==> src/rtl/regfile_wb_arbiter_pkg.sv <==
`default_nettype none
// ============================================================================
// Module   : regfile_wb_arbiter_pkg
// Purpose  : Shared constants and types for the register-file write arbiter.
// Revision : 1.0 - initial release
// ============================================================================
package regfile_wb_arbiter_pkg;

  localparam logic [4:0] REG_ZERO = 5'd0;
  localparam int         NUM_REGS = 32;

  // One buffered long-latency result: destination register and value.
  typedef struct packed {
    logic [4:0]  addr;
    logic [31:0] data;
  } lu_entry_t;

  // Which source owns the register-file write port this cycle.
  typedef enum logic [1:0] {
    SRC_NONE = 2'd0,
    SRC_WB   = 2'd1,
    SRC_FIFO = 2'd2,
    SRC_BYP  = 2'd3
  } src_sel_t;

endpackage
`default_nettype wire

==> src/rtl/regfile_wb_fifo.sv <==
`default_nettype none
// ============================================================================
// Module   : regfile_wb_fifo
// Purpose  : DEPTH-entry synchronous FIFO holding LU results that could not
//            reach the write port immediately. Async active-low reset.
// Revision : 1.0 - initial release
// ============================================================================
module regfile_wb_fifo #(
  parameter int DEPTH = 4,
  parameter int W     = 37
) (
  input  logic                     clk,
  input  logic                     rst,
  input  logic                     push,
  input  logic                     pop,
  input  logic [W-1:0]             wdata,
  output logic [W-1:0]             rdata,
  output logic                     full,
  output logic                     empty,
  output logic [$clog2(DEPTH):0]   count
);

  localparam int c_PTR_W = $clog2(DEPTH);

  logic [W-1:0]       r_mem [DEPTH];
  logic [c_PTR_W-1:0] r_wr_ptr;
  logic [c_PTR_W-1:0] r_rd_ptr;
  logic [c_PTR_W:0]   r_count;
  logic               w_push;
  logic               w_pop;

  assign full   = (r_count == (c_PTR_W+1)'(DEPTH));
  assign empty  = (r_count == '0);
  assign count  = r_count;
  assign rdata  = r_mem[r_rd_ptr];
  assign w_push = push && !full;
  assign w_pop  = pop && !empty;

  // Pointers wrap naturally because DEPTH is a power of two.
  always_ff @(posedge clk or negedge rst) begin
    if (!rst) begin
      r_wr_ptr <= '0;
      r_rd_ptr <= '0;
      r_count  <= '0;
    end else begin
      if (w_push) r_wr_ptr <= r_wr_ptr + 1'b1;
      if (w_pop)  r_rd_ptr <= r_rd_ptr + 1'b1;
      case ({w_push, w_pop})
        2'b10:   r_count <= r_count + 1'b1;
        2'b01:   r_count <= r_count - 1'b1;
        default: r_count <= r_count;
      endcase
    end
  end

  // Storage needs no reset; occupancy is tracked by the pointers and count.
  always_ff @(posedge clk) begin
    if (w_push) r_mem[r_wr_ptr] <= wdata;
  end

endmodule
`default_nettype wire

==> src/rtl/regfile_wb_arbiter.sv <==
`default_nettype none
// ============================================================================
// Module   : regfile_wb_arbiter
// Purpose  : Owns the register-file write port, arbitrating between the
//            pipeline writeback and out-of-order LU results, with a result
//            FIFO and a scoreboard of LU-pending destinations for RAW stalls.
// Revision : 1.0 - initial release
// ============================================================================
module regfile_wb_arbiter
  import regfile_wb_arbiter_pkg::*;
#(
  parameter int DEPTH = 4,
  parameter int AW    = 5,
  parameter int DW    = 32
) (
  input  logic                clk,
  input  logic                rst,
  input  logic                wb_we,
  input  logic [AW-1:0]       wb_addr,
  input  logic [DW-1:0]       wb_data,
  input  logic                lu_issue,
  input  logic [AW-1:0]       lu_issue_addr,
  input  logic                lu_valid,
  input  logic [AW-1:0]       lu_addr,
  input  logic [DW-1:0]       lu_data,
  output logic                lu_ready,
  input  logic [AW-1:0]       chk_a1,
  input  logic [AW-1:0]       chk_a2,
  output logic                stall,
  output logic [NUM_REGS-1:0] busy,
  output logic                rf_we,
  output logic [AW-1:0]       rf_a3,
  output logic [DW-1:0]       rf_wd
);

  localparam logic [AW-1:0] c_ZERO = AW'(REG_ZERO);

  src_sel_t               w_src;
  logic [AW-1:0]          w_sel_addr;
  logic [DW-1:0]          w_sel_data;
  logic [AW+DW-1:0]       w_head;
  logic                   w_fifo_full;
  logic                   w_fifo_empty;
  logic [$clog2(DEPTH):0] w_fifo_count;
  logic                   w_unused_count;
  logic                   w_lu_xfer;
  logic                   w_push;
  logic                   w_pop;
  logic [NUM_REGS-1:0]    w_set_mask;
  logic [NUM_REGS-1:0]    w_clr_mask;
  logic [NUM_REGS-1:0]    r_busy;

  // Occupancy is only observed through full/empty here.
  assign w_unused_count = ^w_fifo_count;

  // A full FIFO refuses new results even while its head drains this cycle.
  assign lu_ready  = !w_fifo_full;
  assign w_lu_xfer = lu_valid && lu_ready;
  assign w_push    = w_lu_xfer && (w_src != SRC_BYP);
  assign w_pop     = (w_src == SRC_FIFO);

  regfile_wb_fifo #(
    .DEPTH (DEPTH),
    .W     (AW + DW)
  ) u_fifo (
    .clk   (clk),
    .rst   (rst),
    .push  (w_push),
    .pop   (w_pop),
    .wdata ({lu_addr, lu_data}),
    .rdata (w_head),
    .full  (w_fifo_full),
    .empty (w_fifo_empty),
    .count (w_fifo_count)
  );

  // Fixed priority: pipeline, then oldest buffered LU result, then LU bypass.
  always_comb begin
    w_src = SRC_NONE;
    if (!rst)               w_src = SRC_NONE;
    else if (wb_we)         w_src = SRC_WB;
    else if (!w_fifo_empty) w_src = SRC_FIFO;
    else if (lu_valid)      w_src = SRC_BYP;
  end

  // Route the chosen source onto the write port.
  always_comb begin
    w_sel_addr = '0;
    w_sel_data = '0;
    case (w_src)
      SRC_WB:   begin w_sel_addr = wb_addr;            w_sel_data = wb_data;         end
      SRC_FIFO: begin w_sel_addr = w_head[AW+DW-1:DW]; w_sel_data = w_head[DW-1:0];  end
      SRC_BYP:  begin w_sel_addr = lu_addr;            w_sel_data = lu_data;         end
      default:  begin w_sel_addr = '0;                 w_sel_data = '0;              end
    endcase
  end

  // Writes to $0 are consumed but never reach the register file.
  assign rf_we = (w_src != SRC_NONE) && (w_sel_addr != c_ZERO);
  assign rf_a3 = w_sel_addr;
  assign rf_wd = w_sel_data;

  assign w_set_mask = (lu_issue && (lu_issue_addr != c_ZERO))
                    ? (NUM_REGS'(1) << lu_issue_addr) : '0;
  assign w_clr_mask = ((w_src == SRC_FIFO) || (w_src == SRC_BYP))
                    ? (NUM_REGS'(1) << w_sel_addr) : '0;

  // Scoreboard: clear on LU write, set on issue (set wins), bit 0 pinned low.
  always_ff @(posedge clk or negedge rst) begin
    if (!rst) r_busy <= '0;
    else      r_busy <= ((r_busy & ~w_clr_mask) | w_set_mask) & ~NUM_REGS'(1);
  end

  assign busy  = r_busy;
  assign stall = ((chk_a1 != c_ZERO) && r_busy[chk_a1]) ||
                 ((chk_a2 != c_ZERO) && r_busy[chk_a2]);

endmodule
`default_nettype wire
==> config.mk <==
export PLATFORM = sky130hd
export DESIGN_NAME = regfile_wb_arbiter
export DESIGN_NICKNAME = d
export VERILOG_FILES = /design/src/rtl/regfile_wb_arbiter_pkg.sv /design/src/rtl/regfile_wb_fifo.sv /design/src/rtl/regfile_wb_arbiter.sv
export SDC_FILE = /design/constraint.sdc
export NUM_CORES = 1
export LEC_CHECK = 0
export CAP_MARGIN = 5
export CORE_MARGIN = 1
export CORE_UTILIZATION = 56
export DETAILED_ROUTE_END_ITERATION = 8
export GPL_TIMING_DRIVEN = 0
export PLACE_DENSITY = 0.83
export SYNTH_ARGS = -nofsm -noshare
export SYNTH_HDL_FRONTEND = slang
export SYNTH_SLANG_ARGS = --single-unit
==> constraint.sdc <==
create_clock -name clk -period 5 [get_ports clk]
set_clock_uncertainty 0.1 [all_clocks]
set_input_delay 0.5 -clock clk [delete_from_list [all_inputs] [get_ports clk]]
set_output_delay 0.5 -clock clk [all_outputs]
set_load 0.005 [all_outputs]
Word level (Yosys, flattened, before mapping) --
Memory sizes are Yosys's and may differ from the RTL's. Index checks and enable logic that the tools add are counted.
Storage, ports and cells: logic and storage cells 57, output and inout bits 72, memory bits (read-only) 0, bits in registers 38, input port bits 94, bits in latches 0, memories 1, memory bits (writable) 148
Memories:
- u_fifo.r_mem | depth 4, bits a word 37, read ports 1, clocked after memory_dff 0, wr ports 1, RTL line regfile_wb_fifo.sv:25 | logic [W-1:0] r_mem [DEPTH];
Cells by class: multipliers 0, add/subtract/negate cells 4, equality and inequality tests 7, magnitude comparators 2, divide/modulo/power cells 0, bitwise logic cells 3, reductions and logical operators 19, multiplexer cells 15, shift operators 2
Operator list (count):
- $pmux 32 s3 | 1
- $mux 32 | 2
- $shl 1x5->32 const A | 2
- $and 32x32->32 | 1
- $not 32->32 | 1
- $or 32x32->32 | 1
- $reduce_bool 5->1 | 4
- $pmux 5 s3 | 1
- $lt 5x6->1 const B | 2
- $bmux 1 s5 | 2
- $logic_and 1x1->1 | 8
- $mux 2 | 4
- $eq 2x2->1 const B | 3
- $pmux 3 s2 | 1
- $add 2x1->2 const B | 2
- $eq 2x1->1 const B | 2
- $mux 1 | 4
- $reduce_bool 2->1 | 2
- $add 3x1->3 const B | 1
- $eq 3x3->1 const B | 1
- $logic_not 3->1 | 1
- $sub 3x1->3 const B | 1
- $logic_not 1->1 | 2
- $logic_or 1x1->1 | 2
- $ne 2x2->1 const B | 1

Longest topological paths before layout --
depth after elaboration 11, mapped depth 11, depth with buffers taken out 11

Hierarchy --
Synthesis repeated with hierarchy kept, for this count alone.
Unflattened totals: cells, all modules 535, area, all modules 8461.9 um^2
Modules (own cells, without submodules):
- regfile_wb_fifo | instances 1, cells an instance 230, area each 5755.5 um^2, sequential area each 4619.4 um^2
- regfile_wb_arbiter | instances 1, cells an instance 305, area each 2706.3 um^2, sequential area each 775.7 um^2

Worst setup path before layout --
OpenSTA, ideal clock, no wires.
path kind input -> output, start point in chk_a2[0], end point out stall, cell stages on the path 5, data arrival time 2.147 ns, buffers on the path 1, setup slack 2.253 ns, data required time 4.400 ns, path through clkbuf_1 -> mux4_2 -> mux4_2 -> mux2i_1 -> nand3_1
Between the ends: cells in the longest elaborated chain, start to end 4, elaborated cells between the ends (all ways) 5, classes of those cells 2 x mux; 3 x reduce/logical
RTL lines:
- start, declared | RTL line regfile_wb_arbiter.sv:28 | input logic [AW-1:0] chk_a2,
- $bmux 1 s5 | RTL line regfile_wb_arbiter.sv:116 | ((chk_a2 != c_ZERO) && r_busy[chk_a2]);
- $mux 1 (implied by the code) | RTL line regfile_wb_arbiter.sv:116
- $logic_and 1x1->1 (*) | RTL line regfile_wb_arbiter.sv:116
- $logic_or 1x1->1 (*) | RTL line regfile_wb_arbiter.sv:115 | assign stall = ((chk_a1 != c_ZERO) && r_busy[chk_a1]) ||
- end, declared | RTL line regfile_wb_arbiter.sv:29 | output logic stall,
Every way passes the cells marked *; elsewhere a longest branch is shown, timed or not. The select of a mux whose other input is x is not followed.

Worst setup path in the final report --
start point in rst, end point out rf_wd[9]
Between the ends: cells in the longest elaborated chain, start to end 3, elaborated cells between the ends (all ways) 5, classes of those cells 3 x eq/ne; 2 x mux
RTL lines:
- start, declared | RTL line regfile_wb_arbiter.sv:17 | input logic rst,
- $mux 2 (*) | RTL line regfile_wb_arbiter.sv:80 | if (!rst) w_src = SRC_NONE;
- $eq 2x2->1 or $eq 2x1->1 (tied branches) | RTL line regfile_wb_arbiter.sv:90 | case (w_src)
- $pmux 32 s3 (*) | RTL line regfile_wb_arbiter.sv:90
- end, declared | RTL line regfile_wb_arbiter.sv:33 | output logic [DW-1:0] rf_wd
Every way passes the cells marked *; elsewhere a longest branch is shown, timed or not.

==> flow_summary_export.csv <==
group,metric,value,unit
finish,area_growth,30.30,%
clock_network,cts_tree,"built",
clock_network,root_buffer,"clkbuf_16",
timing,slew_headroom,35.70,%
placement,portBuffers,161,
setup_path,max_stage_delay,730,ps
global_route,grt_max_degree,45,
clock_network,holdBufCountCts,0,
finish,insertedDiodeCount,0,
power_and_ir_drop,p_int,3838,µW
clock_network,path_clk_slew,70,ps
setup_path,crit_required,4400,ps
clock_network,cts_setup_buffers,0,
clock_network,post_cts_resized,0,
yosys,synth_cell_types,52,
drt,drc_errors,0,
power_and_ir_drop,combPwrFrac,34.1,%
timing,fin_hold_ws,119.3,ps
yosys,synth.cell_area,8351,µm²
yosys,ys.flop_type,"edfxtp_1",
finish,layout.nets,779,
setup_path,start_kind,"input port",
placement,placedCellCount,844,
global_route,grt_antenna_before_repair,0,
drt,postRouteAntennaNets,0,
timing,tightest_slew,964.5,ps
timing,rsz0062_at_grt,"false",
clock_network,cts_buffers,17,
yosys,yosys_warnings,0,
setup_path,path_max_fanout,44,
timing,setup_viol,0,
finish,seq_area,5395,µm²
global_route,grt_pass1_vias,5741,
timing,tns,0,ps
timing,finalHoldViolations,0,
floorplan,fp.coreArea,14530,µm²
power_and_ir_drop,p_sw,1707,µW
timing,final.min_clock_period,4116,ps
floorplan,dieWidth,124.1,µm
yosys,synth-edff-count,148,
power_and_ir_drop,leakage,0.003889,µW
clock_network,insertion_delay,430,ps
job,cap_violations,0,
setup_path,path_cells,"buf_2, nand2b_1, nor2_1, clkbuf_1, a222oi_1, inv_1, clkdlybuf4s50_1",
global_route,track_usage,27.97,%
finish,drive_above_1_share,16.76,%
setup_path,reg2reg_depth,9,
setup_path,cp.depth,7,
yosys,synthCells,495,
setup_path,reg2reg_from,"u_fifo.count[0]",
timing,fmax,243.0,MHz
setup_path,cpMaxStageDelayCell,"nor2_1",
floorplan,io_pins,166,
drt,routed_wl,20840,µm
placement,place.gp.congestion,0.8490,
yosys,ys_seq_area_share,64.61,%
yosys,synth-seq-cells,186,
placement,hpwl,14340,µm
finish,multi_input_area,2680,µm²
power_and_ir_drop,ir_drop,0.0003071,V
setup_path,path_buf_inv,4,
timing,period_share,82.32,%
yosys,synth_nets,595,
yosys,synth_top_area_share,53.22,%
power_and_ir_drop,pwr-share-seq,41.0,%
power_and_ir_drop,pwr-share-clk,24.9,%
drt,dr_total_vias,5753,
worst_hold_path,min_path_type,"in2async",
clock_network,cts.path.max_buffers,2,
power_and_ir_drop,fin_total_pwr,5545,µW
power_and_ir_drop,power_density,509.7,nW/µm²
setup_path,end_kind,"output port",
setup_path,critical_path.startpoint,"rst",
finish,num-fill-cells,860,
timing,slew_violations,0,
floorplan,start_util,57.46,%
power_and_ir_drop,p_sw_share,30.78,%
yosys,async_reset_ff_share,20.43,%
drt,viasPerCell,6.567,
floorplan,die_h,124.1,µm
yosys,ys_top_cells_by_area,"edfxtp_1, mux4_2, dfrtp_1, a222oi_1, inv_1",
global_route,overflow,0,
finish,stdcell_count,876,
global_route,grt_first_pass_wirelength,31040,µm
finish,fin_util,74.86,%
yosys,syn_area_per_cell,16.87,µm²
clock_network,cts_max_level,4,
drt,first_pass_iters,9,
clock_network,cts.sinks,186,
setup_path,cp.arrival,3520,ps
status,status,"finished clean",
floorplan,num_rows,44,
setup_path,critical-path-top-delay-family,"buffers and inverters",
floorplan,die_area,15400,µm²
drt,drt_iter0_drc,734,
drt,avgRoutedWirePerCell,23.79,µm
yosys,synth_most_common_cell,"edfxtp_1",
yosys,synth_top_area_cell,"edfxtp_1",
setup_path,critPathKind,"in2out",
yosys,synth_commonest_cells,"edfxtp_1, mux4_2, dfrtp_1, inv_1, a222oi_1",
-- sequential cells by signal, summed over array words and instances, names as in the netlist --
register         count
busy                31
u_fifo.count         3
u_fifo.r_mem       148
u_fifo.r_rd_ptr      2
u_fifo.r_wr_ptr      2
-- power groups by stage --
stage / Combinational (µW) / Clock, µW / Sequential (µW)
final: 1890 / 1380 / 2280
after floorplan: 1080 / 0 / 2240
after detailed placement: 1880 / 0 / 2300
after global routing: 2030 / 1440 / 2300
after global placement: 1790 / 0 / 2270
after CTS: 1900 / 1390 / 2270
-- per-layer routing --
metal  up-vias  track usage [%]  share of wire (%)
met5         -                0                  0
met3        45            5.815                7.3
met2       321            48.96                 53
met4         0            10.64                2.3
li1       2452                -                  -
met1      2935            34.05                 38
-- per-stage QoR --
| step | worst slack [ps] | area [µm²] |
|---|---|---|
| global placement | -231.5 | 10190 |
| finish | 883.9 | 10880 |
| detailed placement | 881.3 | 10270 |
| global route | 650.8 | 10880 |
| CTS | 900.3 | 10880 |
| floorplan | 2253 | 8351 |
-- final timing paths --
path,endpoint,slack [ps]
setup / recovery,rf_wd[9],880
hold / removal,busy[27],120
setup reg to reg,u_fifo.count[2],1950
hold reg to reg,busy[17],470
max in group asynchronous,u_fifo.r_rd_ptr[0],4080
min in group clk,busy[17],470
-- cell type report --
| class | count | area share [%] |
|---|---|---|
| clock inverters | 15 | 1.679 |
| clock buffers | 17 | 3.910 |
| inverters | 39 | 1.345 |
| flip-flops and latches | 186 | 49.59 |
| well taps | 184 | 2.116 |
| repair buffers | 165 | 15.50 |
| multi-input cells | 243 | 24.63 |
| plain buffers | 27 | 1.230 |
-- cell usage in the layout (no fill, tap or decap), types with 5 or more instances in the layout --
cell and n:
a222oi_1 32, buf_2 6, clkbuf_1 18, clkbuf_16 17, clkdlybuf4s50_1 160, clkinv_4 5
dfrtp_1 38, edfxtp_1 148, ha_1 5, inv_1 38, mux2i_1 9, mux4_2 52
nand2_1 11, nand3_1 7, nand3b_1 6, nor2_1 6, o21ai_0 21, o21ai_1 9
o31ai_1 17, o41ai_1 13
-- cells by family after synthesis --
family | count (synthesis) | synth area share [%]
DFF | 186 | 64.61
other | 1 | 0.04491
buffers and inverters | 66 | 3.356
adders and majority gates | 6 | 0.9889
AOI/OAI and AO/OA | 108 | 10.55
xor gates and xnor gates | 6 | 0.6294
and+or+nand+nor | 58 | 4.135
muxes | 64 | 15.69
No activity file was read; power rests on OpenSTA's default activity.
